--- src/rtl/cd.sv ---
// cd : clock/tick generator for the display/UART subsystem.
//
// Derives four registered square-wave enable clocks from the system clock:
//   clk_VGA  - synchronized external pixel reference, passed through or
//              divided by 2/4/8 (vga_sel)
//   clk_UART - UART_HALF_BASE >> uart_sel half-period divider
//   clk_LM   - fixed LM_HALF half-period divider
//   clk_DB   - fixed DB_HALF half-period divider
// uart_sel and vga_sel are written through a valid/ready config port.
//
// Ports:
//   clk       in   system clock, rising edge
//   rst       in   synchronous active-high reset
//   clkinVGA  in   asynchronous VGA reference
//   c_valid   in   config write request
//   c_addr    in   [3:0] config address (4'b0100 uart_sel, 4'b1000 vga_sel)
//   c_data    in   [7:0] config data
//   c_ready   out  config port ready (1 from the first cycle after reset)
//   clk_VGA, clk_UART, clk_LM, clk_DB  out  generated clocks
module cd #(
  parameter int unsigned UART_HALF_BASE = 1302,
  parameter int unsigned LM_HALF        = 2500,
  parameter int unsigned DB_HALF        = 50000
) (
  input  logic       clk,
  input  logic       rst,
  input  logic       clkinVGA,
  input  logic       c_valid,
  input  logic [3:0] c_addr,
  input  logic [7:0] c_data,
  output logic       c_ready,
  output logic       clk_VGA,
  output logic       clk_UART,
  output logic       clk_LM,
  output logic       clk_DB
);

  localparam int unsigned UART_W = $clog2(UART_HALF_BASE + 1);
  localparam int unsigned LM_W   = $clog2(LM_HALF + 1);
  localparam int unsigned DB_W   = $clog2(DB_HALF + 1);

  localparam logic [3:0] ADDR_UART = 4'b0100;
  localparam logic [3:0] ADDR_VGA  = 4'b1000;

  localparam logic [UART_W-1:0] UART_ONE = UART_W'(32'd1);
  localparam logic [LM_W-1:0]   LM_LAST  = LM_W'(LM_HALF - 32'd1);
  localparam logic [DB_W-1:0]   DB_LAST  = DB_W'(DB_HALF - 32'd1);

  // Config port
  logic c_ready_q, c_ready_d;
  logic uart_wr_s, vga_wr_s;
  logic unused_data_s;

  // UART divider
  logic [2:0]        uart_sel_q, uart_sel_d;
  logic [UART_W-1:0] uart_cnt_q, uart_cnt_d;
  logic [UART_W-1:0] uart_half_s, uart_last_s;
  logic              clk_uart_q, clk_uart_d;

  // VGA path
  logic       sync1_q, sync1_d;
  logic       sync2_q, sync2_d;
  logic       sync3_q, sync3_d;
  logic       vga_rise_q, vga_rise_d;
  logic [1:0] vga_sel_q, vga_sel_d;
  logic [1:0] vga_cnt_q, vga_cnt_d;
  logic [1:0] vga_last_s;
  logic       clk_vga_q, clk_vga_d;

  // Fixed dividers
  logic [LM_W-1:0] lm_cnt_q, lm_cnt_d;
  logic            clk_lm_q, clk_lm_d;
  logic [DB_W-1:0] db_cnt_q, db_cnt_d;
  logic            clk_db_q, clk_db_d;

  assign uart_wr_s     = c_valid && c_ready_q && (c_addr == ADDR_UART);
  assign vga_wr_s      = c_valid && c_ready_q && (c_addr == ADDR_VGA);
  assign unused_data_s = ^c_data[7:3];

  // Ready rises one cycle after reset and stays high (no back-pressure)
  always_comb begin
    c_ready_d = 1'b1;
  end

  // UART half-period; large selects would shift to zero, so hold at one
  always_comb begin
    uart_half_s = UART_W'(UART_HALF_BASE) >> uart_sel_q;
    if (uart_half_s == '0) begin
      uart_half_s = UART_ONE;
    end else begin
      uart_half_s = uart_half_s;
    end
    uart_last_s = uart_half_s - UART_ONE;
  end

  // UART divider: a changed select clears the count and holds the level
  always_comb begin
    uart_sel_d = uart_sel_q;
    uart_cnt_d = uart_cnt_q;
    clk_uart_d = clk_uart_q;
    if (uart_wr_s && (c_data[2:0] != uart_sel_q)) begin
      uart_sel_d = c_data[2:0];
      uart_cnt_d = '0;
    end else if (uart_cnt_q == uart_last_s) begin
      uart_cnt_d = '0;
      clk_uart_d = ~clk_uart_q;
    end else begin
      uart_cnt_d = uart_cnt_q + UART_ONE;
    end
  end

  // Synchronizer, delayed copy and registered rising-edge pulse
  always_comb begin
    sync1_d    = clkinVGA;
    sync2_d    = sync1_q;
    sync3_d    = sync2_q;
    vga_rise_d = sync2_q & ~sync3_q;
  end

  // Number of synchronized rises between clk_VGA toggles, minus one
  always_comb begin
    case (vga_sel_q)
      2'b01:   vga_last_s = 2'd0;
      2'b10:   vga_last_s = 2'd1;
      2'b11:   vga_last_s = 2'd3;
      default: vga_last_s = 2'd0;
    endcase
  end

  // VGA output: passthrough in mode 00, otherwise toggle on counted rises
  always_comb begin
    vga_sel_d = vga_sel_q;
    vga_cnt_d = vga_cnt_q;
    clk_vga_d = clk_vga_q;
    if (vga_wr_s && (c_data[1:0] != vga_sel_q)) begin
      vga_sel_d = c_data[1:0];
      vga_cnt_d = 2'd0;
    end else if (vga_sel_q == 2'b00) begin
      vga_cnt_d = 2'd0;
      clk_vga_d = sync2_q;
    end else if (vga_rise_q) begin
      if (vga_cnt_q == vga_last_s) begin
        vga_cnt_d = 2'd0;
        clk_vga_d = ~clk_vga_q;
      end else begin
        vga_cnt_d = vga_cnt_q + 2'd1;
      end
    end else begin
      vga_cnt_d = vga_cnt_q;
    end
  end

  // Free-running LED-matrix and debounce dividers
  always_comb begin
    lm_cnt_d = lm_cnt_q;
    clk_lm_d = clk_lm_q;
    db_cnt_d = db_cnt_q;
    clk_db_d = clk_db_q;
    if (lm_cnt_q == LM_LAST) begin
      lm_cnt_d = '0;
      clk_lm_d = ~clk_lm_q;
    end else begin
      lm_cnt_d = lm_cnt_q + LM_W'(32'd1);
    end
    if (db_cnt_q == DB_LAST) begin
      db_cnt_d = '0;
      clk_db_d = ~clk_db_q;
    end else begin
      db_cnt_d = db_cnt_q + DB_W'(32'd1);
    end
  end

  // State registers; reset wins over any simultaneous write
  always_ff @(posedge clk) begin
    if (rst) begin
      c_ready_q  <= 1'b0;
      uart_sel_q <= 3'd0;
      uart_cnt_q <= '0;
      clk_uart_q <= 1'b0;
      sync1_q    <= 1'b0;
      sync2_q    <= 1'b0;
      sync3_q    <= 1'b0;
      vga_rise_q <= 1'b0;
      vga_sel_q  <= 2'd0;
      vga_cnt_q  <= 2'd0;
      clk_vga_q  <= 1'b0;
      lm_cnt_q   <= '0;
      clk_lm_q   <= 1'b0;
      db_cnt_q   <= '0;
      clk_db_q   <= 1'b0;
    end else begin
      c_ready_q  <= c_ready_d;
      uart_sel_q <= uart_sel_d;
      uart_cnt_q <= uart_cnt_d;
      clk_uart_q <= clk_uart_d;
      sync1_q    <= sync1_d;
      sync2_q    <= sync2_d;
      sync3_q    <= sync3_d;
      vga_rise_q <= vga_rise_d;
      vga_sel_q  <= vga_sel_d;
      vga_cnt_q  <= vga_cnt_d;
      clk_vga_q  <= clk_vga_d;
      lm_cnt_q   <= lm_cnt_d;
      clk_lm_q   <= clk_lm_d;
      db_cnt_q   <= db_cnt_d;
      clk_db_q   <= clk_db_d;
    end
  end

  assign c_ready  = c_ready_q;
  assign clk_VGA  = clk_vga_q;
  assign clk_UART = clk_uart_q;
  assign clk_LM   = clk_lm_q;
  assign clk_DB   = clk_db_q;

endmodule

--- config.mk ---
export PLATFORM = sky130hd
export DESIGN_NAME = cd
export DESIGN_NICKNAME = d
export VERILOG_FILES = /design/src/rtl/cd.sv
export SDC_FILE = /design/constraint.sdc
export NUM_CORES = 1
export LEC_CHECK = 0
export CAP_MARGIN = 0
export CORE_MARGIN = 4
export CORE_UTILIZATION = 62
export CTS_CLUSTER_SIZE = 10
export DETAILED_ROUTE_END_ITERATION = 8
export GPL_ROUTABILITY_DRIVEN = 0
export GPL_TIMING_DRIVEN = 0
export PLACE_DENSITY = 0.8
export SKIP_CTS_REPAIR_TIMING = 1
export SLEW_MARGIN = 20
export SYNTH_ARGS = -nofsm -noshare
export SYNTH_HDL_FRONTEND = slang
export SYNTH_SLANG_ARGS = --single-unit
--- constraint.sdc ---
create_clock -name clk -period 8.1 [get_ports clk]
set_input_delay 1.62 -clock clk [delete_from_list [all_inputs] [get_ports clk]]
set_output_delay 1.62 -clock clk [all_outputs]
set_load 0.1 [all_outputs]
==> results.py <==
metrics = {
    "cts": {
        "ctsRootBufferMaster": "clkbuf_8",
        "htree_levels": 2,
        "clock_insertion_delay_worst_skew_ns": 0.30,
        "cts_tree": "built",
        "clockBufferDepth": 2,
        "cts_buffers": 5,
        "clk_pin_slew_ns": 0.08,
        "cts.sinks": 55,
    },
    "logic_synthesis": {
        "synth_mux_area_share_pct": 3.21,
        "synth_cells": 334,
        "synthAdderAreaFrac_pct": 4.34,
        "synth_seq_cells": 55,
        "synth-edff-count": 0,
        "synth_warnings": 0,
        "ys.flop_type": "dfxtp_1",
        "synth_top_family_by_area": "simple AND/OR/NAND/NOR gates",
        "netlist_area_um2": 2880,
        "syn_avg_cell_area_um2": 8.62,
        "postSynth.asyncResetShare_pct": 0,
        "synth.distinct_cells": 47,
        "syn_nets": 360,
        "synth_compound_area_share_pct": 7.82,
        "yosysSeqAreaShare_pct": 38.2,
        "synth_simple_gate_area_share_pct": 26.5,
        "synthXorXnorAreaFrac_pct": 16.7,
    },
    "route": {
        "routedWlPerCell_um": 12.6,
        "vias": 2255,
        "first_pass_iters": 4,
        "routed_wl_um": 5120,
        "viasPerCell": 5.55,
        "drc": 0,
        "drt_iter0_markers": 90,
        "ant_nets": 0,
    },
    "timing": {
        "tightest_slew_ns": 0.970,
        "slew_viol_final": 0,
        "setup_slack_ns": 3.87,
        "setup_violations": 0,
        "period_minus_slack_ns": 4.23,
        "slew_headroom_pct": 35.1,
        "period_share_pct": 52.2,
        "clock_skew_ns": 0.00420,
        "grt_setup_unrepaired": "false",
        "finalSetupTns_ns": 0,
        "max_clock_freq_mhz": 237,
        "hold_viol_final": 0,
    },
    "grt": {
        "use_met2_pct": 31.3,
        "antenna_found_initial": 0,
        "overflow": 0,
        "top_usage_layer": "met2",
        "grt_max_degree": 15,
        "grt_use_met3_pct": 4.26,
        "grt_pass1_wl_um": 9340,
        "use_met1_pct": 23.5,
        "grt_pass1_vias": 2226,
        "grt_usage_pct": 19.0,
    },
    "critical_path": {
        "cpLargestDelayFamily": "simple AND/OR/NAND/NOR gates",
        "path_class": "reg -> reg",
        "r2r.worst_path.cells": 14,
        "reg2reg_from": "uart_sel_q[0]",
        "cp_slowest_stage_delay_ns": 0.52,
        "reg2reg_slack_ns": 3.87,
        "crit_slowest_cell": "or4_1",
        "crit_chain": "clkbuf_1 > inv_1 > ha_1 > or4_1 > and2_4 > o31ai_4 > inv_1 > ha_1 > and3_1 > a31oi_1 > xnor2_1 > a2111o_1 > nor4_4 > mux2_1",
        "cp-start-kind": "register",
        "worst-path-buf-inv": 3,
        "r2r-end": "clk_UART",
        "worst_ep_arrival_time_ns": 4.41,
        "crit_path_start": "uart_sel_q[0]",
        "cp.required_ns": 8.29,
        "end_kind": "register",
        "critPathMaxFanout": 10,
    },
    "floorplan": {
        "core_area_um2": 4410,
        "die_area_um2": 5800,
        "pin_count": 21,
        "start_util_pct": 65.2,
        "placementRows": 24,
        "dieWidth_um": 76.2,
        "fp.dieH_um": 76.2,
    },
    "finish": {
        "num-nets-final": 381,
        "final_util_pct": 71.5,
        "num_antenna_cells": 0,
        "layout-drive-gt1-share_pct": 3.95,
        "nFillCells": 373,
        "final_common_cell": "nor2_1",
        "mostFrequentLayoutCells": "65 x nor2_1, 55 x dfxtp_1, 30 x xnor2_1",
        "area_growth_pct": 9.64,
    },
    "power": {
        "power-per-cell-area_nw_per_um2": 142,
        "totalPowerFinal_mw": 0.449,
        "ir_drop_mv": 0.130,
        "p_leak_nw": 1.15,
    },
    "placed_design": {
        "io_buffers": 14,
        "place_ws_ns": 3.92,
        "hpwl_um": 3850,
    },
    "worst_hold_path": {
        "hold_path.class": "reg -> reg",
        "hold_start": "sync3_q",
        "hold_depth": 1,
        "holdPathEnd": "vga_rise_q",
    },
    "job": {
        "drv_cap": 0,
    },
    "outcome": {
        "status": "complete, no violations",
    },
}
==> worst max-delay path by stage <==
stage,to,slack [ns],cells after the start
6_report,clk_UART,3.87,14
3_3_place_gp,clk_UART,3.97,14
3_5_place_dp,clk_UART,3.92,14
4_1_cts,clk_UART,3.87,14
5_1_grt,clk_UART,3.68,14
2_1_floorplan,clk_UART,4.36,14
==> synth_stat cells (7+ instances only) <==
master,count,area [um^2]
nor2_1,65,244
inv_1,11,41.3
dfxtp_1,55,1100
ha_1,10,125
nand2_1,16,60.1
nor2b_1,7,43.8
clkbuf_1,9,33.8
a21oi_1,7,35.0
nand3_1,18,90.1
mux2i_1,7,70.1
xor2_1,25,219
and3_1,8,50.1
xnor2_1,30,263
==> per-layer routing <==
| metal | vias up | share of wire [%] |
|---|---|---|
| met5 | - | 0 |
| met4 | 0 | 2.4 |
| met3 | 10 | 4.2 |
| met2 | 40 | 47 |
| met1 | 1035 | 46 |
| li1 | 1170 | - |
==> cells by family (layout without fill, tap and decap cells) <==
logic type,Yosys count,count (layout)
compound gates,31,31
xor+xnor,55,55
fa+ha+maj,10,10
buf+inv,22,42
flops,55,55
mux,9,9
simple gates,152,152
==> per-stage QoR <==
stage | instances | hold WS (ns) | area (um^2)
3_3_place_gp | 400 | 0.374 | 3090
3_5_place_dp | 400 | 0.381 | 3090
4_1_cts | 406 | 0.393 | 3160
6_report | 406 | 0.389 | 3160
2_1_floorplan | 334 | 0.367 | 2880
5_1_grt | 406 | 0.421 | 3160
==> registers in the layout, summed over array words and instances (netlist names) <==
register,count
clk_VGA,1
db_cnt_q,16
vga_sel_q,2
clk_LM,1
vga_rise_q,1
sync3_q,1
vga_cnt_q,2
uart_cnt_q,11
lm_cnt_q,12
clk_UART,1
sync1_q,1
sync2_q,1
clk_DB,1
c_ready,1
uart_sel_q,3
==> area by class of cell <==
| class | count | area (um^2) | share of cell area [%] |
|---|---|---|---|
| clock buffers | 6 | 72.6 | 2.30 |
| plain buffers | 11 | 48.8 | 1.55 |
| repair buffers | 14 | 140 | 4.44 |
| well taps | 52 | 65.1 | 2.06 |
| inverters | 11 | 41.3 | 1.31 |
| multi-input cells | 257 | 1690 | 53.5 |
| flip-flops and latches | 55 | 1100 | 34.9 |
==> report_power, final <==
group,switching (mW),total (mW),leakage (nW),internal (mW)
combinational,0.0194,0.0344,0.668,0.0151
sequential,0.00450,0.280,0.446,0.275
clock,0.0771,0.135,0.0371,0.0578
total,0.101,0.449,1.15,0.348
(Power assumes the default switching activity.)
